<file path="src/rtl/nl2_cln_mst_wrsp_return.sv">
// Routes master-port write responses back to the issuing TXC, merging the two halves of 4kB-split writes.
// Optional watchdog per entry: define NL2_CLN_WRSP_TIMEOUT_EN.
module nl2_cln_mst_wrsp_return #(
  parameter int unsigned NUM_TXC = 8,
  parameter int unsigned MST_ADR = 4,
  parameter int unsigned WRSP_W  = 2
`ifdef NL2_CLN_WRSP_TIMEOUT_EN
  ,parameter int unsigned TIMEOUT_W = 10
`endif
) (
  input  logic                        clk,
  input  logic                        rst_n,
  input  logic                        alloc_valid,
  input  logic [$clog2(NUM_TXC)-1:0]  alloc_txc,
  input  logic [MST_ADR-1:0]          alloc_id,
  input  logic                        alloc_split,
  output logic                        alloc_ready,
  input  logic                        wrsp_valid,
  output logic                        wrsp_accept,
  input  logic [MST_ADR-1:0]          wrsp_id,
  input  logic [WRSP_W-1:0]           wrsp_resp,
  output logic [NUM_TXC-1:0]          mst_wr_done,
  output logic [WRSP_W-1:0]           mst_wr_done_wrsp,
  output logic [MST_ADR-1:0]          mst_wr_done_id,
  output logic                        err_unexp,
  output logic [(2**MST_ADR)-1:0]     outstanding
);

  localparam int unsigned TXC_W   = $clog2(NUM_TXC);
  localparam int unsigned NUM_IDS = 2**MST_ADR;

  typedef enum logic [1:0] {
    E_IDLE       = 2'd0,
    E_WAIT_FIRST = 2'd1,
    E_WAIT_LAST  = 2'd2
  } ent_state_e;

  ent_state_e        st_q  [NUM_IDS];
  ent_state_e        st_d  [NUM_IDS];
  logic [TXC_W-1:0]  txc_q [NUM_IDS];
  logic [TXC_W-1:0]  txc_d [NUM_IDS];
  logic [WRSP_W-1:0] acc_q [NUM_IDS];
  logic [WRSP_W-1:0] acc_d [NUM_IDS];
`ifdef NL2_CLN_WRSP_TIMEOUT_EN
  logic [TIMEOUT_W-1:0] cnt_q [NUM_IDS];
  logic [TIMEOUT_W-1:0] cnt_d [NUM_IDS];
`endif

  logic              alloc_fire;
  logic              rsp_fire;
  logic [WRSP_W-1:0] rsp_merged;
  logic              rsp_last_c;
  logic              unexp_c;
  logic              to_valid;
  logic [MST_ADR-1:0] to_sel;
  logic              dlv_c;
  logic [MST_ADR-1:0] dlv_id;
  logic [TXC_W-1:0]  dlv_txc;
  logic [WRSP_W-1:0] dlv_resp;

  // Error is sticky across halves; exclusive-okay only if every half says so.
  function automatic logic [WRSP_W-1:0] merge_resp(input logic [WRSP_W-1:0] acc,
                                                   input logic [WRSP_W-1:0] rsp);
    logic [WRSP_W-1:0] m;
    m    = acc & rsp;
    m[0] = acc[0] | rsp[0];
    return m;
  endfunction

  assign alloc_ready = (st_q[alloc_id] == E_IDLE);
  assign alloc_fire  = alloc_valid & alloc_ready;
  assign rsp_fire    = wrsp_valid & wrsp_accept;

  always_comb begin
    for (int i = 0; i < NUM_IDS; i++) outstanding[i] = (st_q[i] != E_IDLE);
  end

  // State register for all entries
  always_ff @(posedge clk or negedge rst_n) begin
    if (!rst_n) begin
      for (int i = 0; i < NUM_IDS; i++) begin
        st_q[i]  <= E_IDLE;
        txc_q[i] <= '0;
        acc_q[i] <= '0;
`ifdef NL2_CLN_WRSP_TIMEOUT_EN
        cnt_q[i] <= '0;
`endif
      end
    end else begin
      for (int i = 0; i < NUM_IDS; i++) begin
        st_q[i]  <= st_d[i];
        txc_q[i] <= txc_d[i];
        acc_q[i] <= acc_d[i];
`ifdef NL2_CLN_WRSP_TIMEOUT_EN
        cnt_q[i] <= cnt_d[i];
`endif
      end
    end
  end

  // Output decode: response lookup, timeout arbitration, delivery select
  always_comb begin
    rsp_merged = merge_resp(acc_q[wrsp_id], wrsp_resp);
    rsp_last_c = rsp_fire && (st_q[wrsp_id] == E_WAIT_LAST);
    unexp_c    = rsp_fire && (st_q[wrsp_id] == E_IDLE);
    to_valid   = 1'b0;
    to_sel     = '0;
`ifdef NL2_CLN_WRSP_TIMEOUT_EN
    for (int i = NUM_IDS - 1; i >= 0; i--) begin
      if (st_q[i] != E_IDLE && cnt_q[i] == '1 &&
          !(rsp_fire && wrsp_id == MST_ADR'(i))) begin
        to_valid = 1'b1;
        to_sel   = MST_ADR'(i);
      end
    end
    // A real completion owns the done port this cycle; the timeout waits.
    if (rsp_last_c) to_valid = 1'b0;
`endif
    dlv_c    = rsp_last_c | to_valid;
    dlv_id   = rsp_last_c ? wrsp_id : to_sel;
    dlv_txc  = txc_q[dlv_id];
    dlv_resp = rsp_last_c ? rsp_merged : WRSP_W'(1);
  end

  // Per-entry next state
  always_comb begin
    for (int i = 0; i < NUM_IDS; i++) begin
      st_d[i]  = st_q[i];
      txc_d[i] = txc_q[i];
      acc_d[i] = acc_q[i];
`ifdef NL2_CLN_WRSP_TIMEOUT_EN
      cnt_d[i] = (st_q[i] != E_IDLE && cnt_q[i] != '1) ? cnt_q[i] + TIMEOUT_W'(1) : cnt_q[i];
`endif
      unique case (st_q[i])
        E_IDLE: begin
          if (alloc_fire && alloc_id == MST_ADR'(i)) begin
            st_d[i]  = alloc_split ? E_WAIT_FIRST : E_WAIT_LAST;
            txc_d[i] = alloc_txc;
            acc_d[i] = WRSP_W'(2);
`ifdef NL2_CLN_WRSP_TIMEOUT_EN
            cnt_d[i] = '0;
`endif
          end
        end
        E_WAIT_FIRST: begin
          if (rsp_fire && wrsp_id == MST_ADR'(i)) begin
            st_d[i]  = E_WAIT_LAST;
            acc_d[i] = rsp_merged;
`ifdef NL2_CLN_WRSP_TIMEOUT_EN
            cnt_d[i] = '0;
`endif
          end else if (to_valid && to_sel == MST_ADR'(i)) begin
            st_d[i] = E_IDLE;
          end
        end
        E_WAIT_LAST: begin
          if (rsp_fire && wrsp_id == MST_ADR'(i)) begin
            st_d[i] = E_IDLE;
          end else if (to_valid && to_sel == MST_ADR'(i)) begin
            st_d[i] = E_IDLE;
          end
        end
        default: st_d[i] = E_IDLE;
      endcase
    end
  end

  // Registered completion and status outputs
  always_ff @(posedge clk or negedge rst_n) begin
    if (!rst_n) begin
      wrsp_accept      <= 1'b0;
      err_unexp        <= 1'b0;
      mst_wr_done      <= '0;
      mst_wr_done_wrsp <= '0;
      mst_wr_done_id   <= '0;
    end else begin
      wrsp_accept <= 1'b1;
      err_unexp   <= unexp_c;
      mst_wr_done <= dlv_c ? (NUM_TXC'(1) << dlv_txc) : '0;
      if (dlv_c) begin
        mst_wr_done_wrsp <= dlv_resp;
        mst_wr_done_id   <= dlv_id;
      end
    end
  end

endmodule

</file>
<file path="config.mk">
export PLATFORM = sky130hd
export DESIGN_NAME = nl2_cln_mst_wrsp_return
export DESIGN_NICKNAME = d
export VERILOG_FILES = /design/src/rtl/nl2_cln_mst_wrsp_return.sv
export SDC_FILE = /design/constraint.sdc
export NUM_CORES = 1
export LEC_CHECK = 0
export BUFFER_PORTS_ARGS = -buffer_cell sky130_fd_sc_hd__buf_2
export CAP_MARGIN = 30
export CORE_MARGIN = 3
export CORE_UTILIZATION = 62
export CTS_BUF_LIST = sky130_fd_sc_hd__clkbuf_4
export DETAILED_ROUTE_END_ITERATION = 12
export PLACE_DENSITY = 0.92
export SKIP_LAST_GASP = 1
export SYNTH_ARGS = -nofsm -noshare
export SYNTH_HDL_FRONTEND = slang
export SYNTH_SLANG_ARGS = --single-unit
</file>
<file path="constraint.sdc">
create_clock -name clk -period 2.3 [get_ports clk]
set_input_delay 0.115 -clock clk [delete_from_list [all_inputs] [get_ports clk]]
set_output_delay 0.115 -clock clk [all_outputs]
set_load 0.1 [all_outputs]
</file>
==> impl_metrics.ini, run 1 <==
[place]
dpl.hpwl_um = 13950
dpl-instance-area_mm2 = 0.007257
port_buffers = 50
dp.cells = 796
gp_congestion = 0.9916

[timing]
max_freq_mhz = 386.6
worst_slack_ns = -0.2866
slew_viol_final = 0
max-slew-margin-rel = 0.4813
tightest_slew_ns = 0.7722
rsz0062_at_grt = yes
period_needed_ns = 2.587
period_share = 1.125
fin_skew_ns = 0.02604
finalSetupViolations = 12
final_hold_viol_count = 0

[logic_synthesis]
synth_edf_count = 0
synth_ff_type = dfrtp_1
syn_avg_cell_area_um2 = 10.96
async_flop_share = 1.000
yosysMostFrequentCell = dfrtp_1
synth_area_leaders = dfrtp_1 (49%), mux4_2 (8.9%), mux2_2 (8.8%)
synthCells = 598
synth.area.mux_share = 0.2083
synth_top_area_frac = 0.4887
yosys.area_share.simple = 0.1711
ys_ff_latch = 128
synth_top_area_cell = dfrtp_1
ys_types = 52
synth_compound_area_frac = 0.09851
ys_seq_area_frac = 0.4887
synth_xor_area_frac = 0
synthTopCellsByCount = dfrtp_1 (128), nand2_1 (60), nor2_1 (52), mux2_2 (51), mux4_2 (26)
synth_fp_nets = 616
synth_area_mm2 = 0.006554
synth_fa_ha_area_frac = 0
ys.warnings.count = 0
synth_top_family_by_area = multiplexers

[routing]
drtPass1Iterations = 6
vias_per_cell = 6.783
routed_wl_um = 20080
num_vias = 5745
wire_per_inst_um = 23.70
drtAntennaViolNets = 0
drt_iter0_drc = 697
drc = 0

[floorplanning]
die_w_um = 108.8
start_util = 0.6525
ios = 51
die_h_um = 108.8
coreArea_mm2 = 0.01004
num_rows = 36
die-area_mm2 = 0.01184

[grt]
grt_pass1_wl_um = 31040
track_usage = 0.3571
grt_antenna_before_repair = 0
grt_pass1_vias = 5853
grt_max_degree = 78
overflow = 0

[cts]
cts.path.max_buffers = 2
cts_root_buf = clkbuf_4
cts_buffers = 17
clk_latency_ns = 0.56
cts_sinks = 128
cts_tree = yes
cts.clk_slew.worst_paths_ns = 0.11
h-tree-depth = 4

[final_layout]
fillers = 626
post-route-util = 0.7683
syn2layout_area_growth_pct = 17.75
drive_above_1_share = 0.3389
finalNonFillerCells = 847
diodes = 0
fin_area_mm2 = 0.007717
final_nets = 722

[worst_setup_path]
slowest_stage = mux4_2
timing.rr.end = mst_wr_done[0]
start_kind = register
setup.worst_path.class = reg -> out
worstPathCellList = buf_6, or2_4, mux2_4, mux4_2, mux2i_4, buf_12
worstReg2RegStart = st_q[18]
required_ns = 2.18
critPathBufInv = 2
crit_family = multiplexers
worstPathArrival_ns = 2.47
critPathMaxFanout = 2
r2r_cells = 10
reg2reg_slack_ns = -0.28
cp-end-kind = output pin
cp_slowest_stage_delay_ns = 0.48

[run_status]
violations = setup timing
status = complete, but fails checks

[pwr]
power.leakage_nw = 3.531
power_density_mw_per_mm2 = 1213
p_total_w = 0.009365
peakVddDrop_mv = 1.758

[run]
drv_cap = 0

[worst_hold_path]
min_path_type = in -> async
-- worst max-delay path by stage --
stage | start | endpoint | cells after the start
finish | st_q[18] | alloc_ready | 6
detailed placement | wrsp_id[1] | mst_wr_done[1] | 9
global route | st_q[18] | alloc_ready | 6
CTS | st_q[18] | alloc_ready | 6
floorplan | st_q[25] | alloc_ready | 4
global placement | st_q[2] | txc_q[4] | 5
-- final cells by class --
cell class	count	area [µm²]	area share
clock inverter	10	75.07	0.009728
sequential	128	3207	0.4155
multi-input combinational	419	3217	0.4168
clock buffer	19	142.6	0.01848
timing repair buffer	116	827.0	0.1072
tap	133	166.4	0.02156
inverter	22	82.58	0.01070
-- state kept, by name, summed over array words and instances, names as in the netlist --
register	count
txc_q	48
acc_q	32
st_q	32
mst_wr_done	8
mst_wr_done_id	4
mst_wr_done_wrsp	2
err_unexp	1
wrsp_accept	1
-- what timing repair did --
| item | CTS | global route |
|---|---|---|
| hold endpoints to repair | 59 | 0 |
| pin swaps | 8 | 6 |
| cloned | 0 | 0 |
| resized for setup | 7 | 12 |
| hold buffers | 6 | 0 |
| setup endpoints to repair | 11 | 26 |
| setup buffers | 14 | 2 |
-- stage by stage --
step,worst slack [ns],hold WS (ns),setup TNS (ns)
final,-0.2866,0.06206,-2.319
after CTS,-0.2638,0.04419,-1.018
after global routing,-0.3552,0.04935,-3.124
after detailed placement,-0.1161,0.1167,-0.6850
after global placement,0.05674,0.1137,0
after floorplan,-0.03386,-0.1806,-0.03386
-- per-layer routing --
metal	part of all wire	track usage
met1	0.35	0.4453
met2	0.48	0.5852
met3	0.12	0.1107
met4	0.051	0.1425
met5	0	0
-- cells by family after synthesis --
family,count (synthesis)
buffers and inverters,51
other,1
DFF,128
and+or+nand+nor,227
AOI/OAI and AO/OA,94
muxes,97
-- where the power goes --
part / internal, W / switching, W / leakage [nW]
logic: 0.00154 / 0.00301 / 1.79
clock network: 0.000520 / 0.000802 / 0.120
registers: 0.00296 / 0.000533 / 1.62
total: 0.00502 / 0.00435 / 3.53
-- cells in the final DEF, fill, tap and decap left out, types with 5 or more instances in the layout --
| cell | instances |
|---|---|
| nor2b_1 | 15 |
| a21oi_1 | 18 |
| a22oi_1 | 6 |
| dlygate4sd3_1 | 6 |
| mux2_2 | 50 |
| or2_4 | 7 |
| a22o_1 | 5 |
| mux2i_1 | 17 |
| buf_4 | 55 |
| nand2_1 | 58 |
| o21ai_0 | 22 |
| nand2b_1 | 17 |
| nor3b_1 | 6 |
| clkbuf_4 | 19 |
| mux4_2 | 26 |
| o22ai_1 | 5 |
| dfrtp_1 | 127 |
| and3_1 | 5 |
| buf_2 | 48 |
| nor2_1 | 48 |
| inv_1 | 22 |
| nand3_1 | 19 |
| nor3_1 | 21 |
Power figures use the tool's default switching activity.
==> inputs of run 2 (changes only) <==
- BUFFER_PORTS_ARGS: -buffer_cell sky130_fd_sc_hd__buf_2 -> -buffer_cell sky130_fd_sc_hd__buf_4
==> run 2 against run 1 <==
Against the previous run:
- sequential share of layout area fell by 1.8 points
- highest routed layer unchanged
- clock skew up 0.0069 ns
- setup slack got worse by 0.089 ns
- final area up 4.5%
- the run still ends with setup timing left
- fmax is 3.3% lower
- utilization is 3.5 points higher
- first-iteration DRC count increased by 16%
- via count increased by 3.1%
- clock power rose by 43%
- sequential power about the same
- critical path depth did not move
- cell count rose by 0.83%
==> impl_metrics.ini, run 2 (synthesized netlist as in run 1, its figures left out) <==
[cts]
h-tree-depth = 4
clk_latency_ns = 0.60
cts_sinks = 128
cts_buffers = 17
cts_root_buf = clkbuf_4
cts.path.max_buffers = 2
cts_tree = yes
cts.clk_slew.worst_paths_ns = 0.12

[floorplanning]
num_rows = 36
die_h_um = 108.8
die-area_mm2 = 0.01184
ios = 51
start_util = 0.6525
die_w_um = 108.8
coreArea_mm2 = 0.01004

[timing]
tightest_slew_ns = 0.7858
worst_slack_ns = -0.3755
final_hold_viol_count = 0
slew_viol_final = 0
finalSetupViolations = 15
fin_skew_ns = 0.03296
period_share = 1.163
setup_tns_ns = -1.237
max_freq_mhz = 373.8
max-slew-margin-rel = 0.4713
period_needed_ns = 2.675
rsz0062_at_grt = yes

[worst_setup_path]
slowest_stage = mux4_2
critPathMaxFanout = 2
cp-end-kind = output pin
setup.worst_path.class = reg -> out
r2r_cells = 8
required_ns = 2.18
worstPathCellList = buf_6, or2_4, mux2_4, mux4_2, mux2i_4, buf_12
start_kind = register
reg2reg_slack_ns = -0.14
cp_slowest_stage_delay_ns = 0.51
worstPathArrival_ns = 2.56

[pwr]
peakVddDrop_mv = 1.632
p_total_w = 0.01020
power.leakage_nw = 3.658
power_density_mw_per_mm2 = 1264

[final_layout]
syn2layout_area_growth_pct = 23.08
final_common_cell = dfrtp_1
final_nets = 726
finalNonFillerCells = 854
top_register = txc_q
diodes = 0
drive_above_1_share = 0.3523
largest_register_ffs = 48
final_cell_mix = dfrtp_1 (126), buf_4 (101), nand2_1 (58)
reg.largest.list = txc_q x48, acc_q x32, st_q x32

[routing]
wire_per_inst_um = 24.47
drt_iter0_drc = 810
vias_per_cell = 6.933
routed_wl_um = 20900
drc = 0
num_vias = 5921
drtPass1Iterations = 6
drtAntennaViolNets = 0

[grt]
grt_pass1_wl_um = 30950
overflow = 0
grt_pass1_vias = 5802
track_usage = 0.3615
grt_antenna_before_repair = 0
grt_max_degree = 44

[worst_hold_path]
min_path_type = in -> async

[run_status]
status = complete, but fails checks
violations = setup timing

[place]
pre_cts_ws_ns = -0.07587
dpl.hpwl_um = 14060
dp.cells = 801
gp_congestion = 1.034
port_buffers = 50

[run]
drv_cap = 0
-- run 2: cell types whose count changed in the layout (fill, tap and decap cells not counted), moves of 3 or more --
| cell | delta |
|---|---|
| buf_2 | -48 |
| buf_4 | +46 |
| buf_6 | +4 |
| bufinv_16 | +4 |
| clkinv_1 | -3 |
| dlygate4sd3_1 | +3 |
-- run 2: area by class of cell --
class	count	area [µm²]
Fill cell	556	1978
Timing Repair Buffer	120	987.2
Inverter	22	82.58
Multi-Input combinational cell	419	3271
Tap cell	133	166.4
Clock buffer	19	142.6
Sequential cell	128	3208
Clock inverter	13	209.0
-- run 2: path summary, 6_finish.rpt --
| path | start | endpoint |
|---|---|---|
| max in group asynchronous | rst_n | txc_q[20] |
| worst max-delay path | st_q[21] | alloc_ready |
| worst min-delay path | rst_n | acc_q[18] |
| worst max register to register | st_q[24] | mst_wr_done[0] |
| worst min register to register | txc_q[33] | txc_q[33] |
| min in group clk | alloc_id[0] | acc_q[7] |
-- run 2: stage by stage --
stage | instance area [µm²] | hold slack, ns | util
final | 8066 | 0.05890 | 0.8031
after global routing | 8066 | 0.06462 | 0.8031
after CTS | 7945 | 0.01462 | 0.7910
after detailed placement | 7390 | 0.1365 | 0.7357
after global placement | 7390 | 0.1199 | 0.7357
after floorplan | 6588 | -0.1806 | -
-- run 2: power breakdown --
group	internal [W]	total, W	switching (W)
clock network	0.000999	0.00189	0.000895
registers	0.00296	0.00351	0.000557
logic	0.00172	0.00479	0.00307
total	0.00568	0.0102	0.00452
-- run 2: metal layers --
layer  vias to the layer above  track usage  wire length [µm]
li1                       2398            -                 -
met1                      2879       0.4477              7467
met2                       495       0.5583              9532
met3                       149       0.1054              2449
met4                         0       0.2308              1448
met5                         -            0                 0
-- run 2: what timing repair did --
| item | 4_1_cts | 5_1_grt |
|---|---|---|
| hold buffers | 9 | 0 |
| endpoints found under the hold margin | 184 | 0 |
| pin swaps | 10 | 9 |
| endpoints found under the setup margin | 17 | 25 |
| gates resized for setup | 15 | 21 |
| setup buffers | 6 | 6 |
-- run 2: critical path, delay by kind of cell (launching register included) --
kind,cells,cell delay (ns)
muxes,3,0.98
DFF,1,0.43
buffers and inverters,2,0.33
and+or+nand+nor,1,0.25
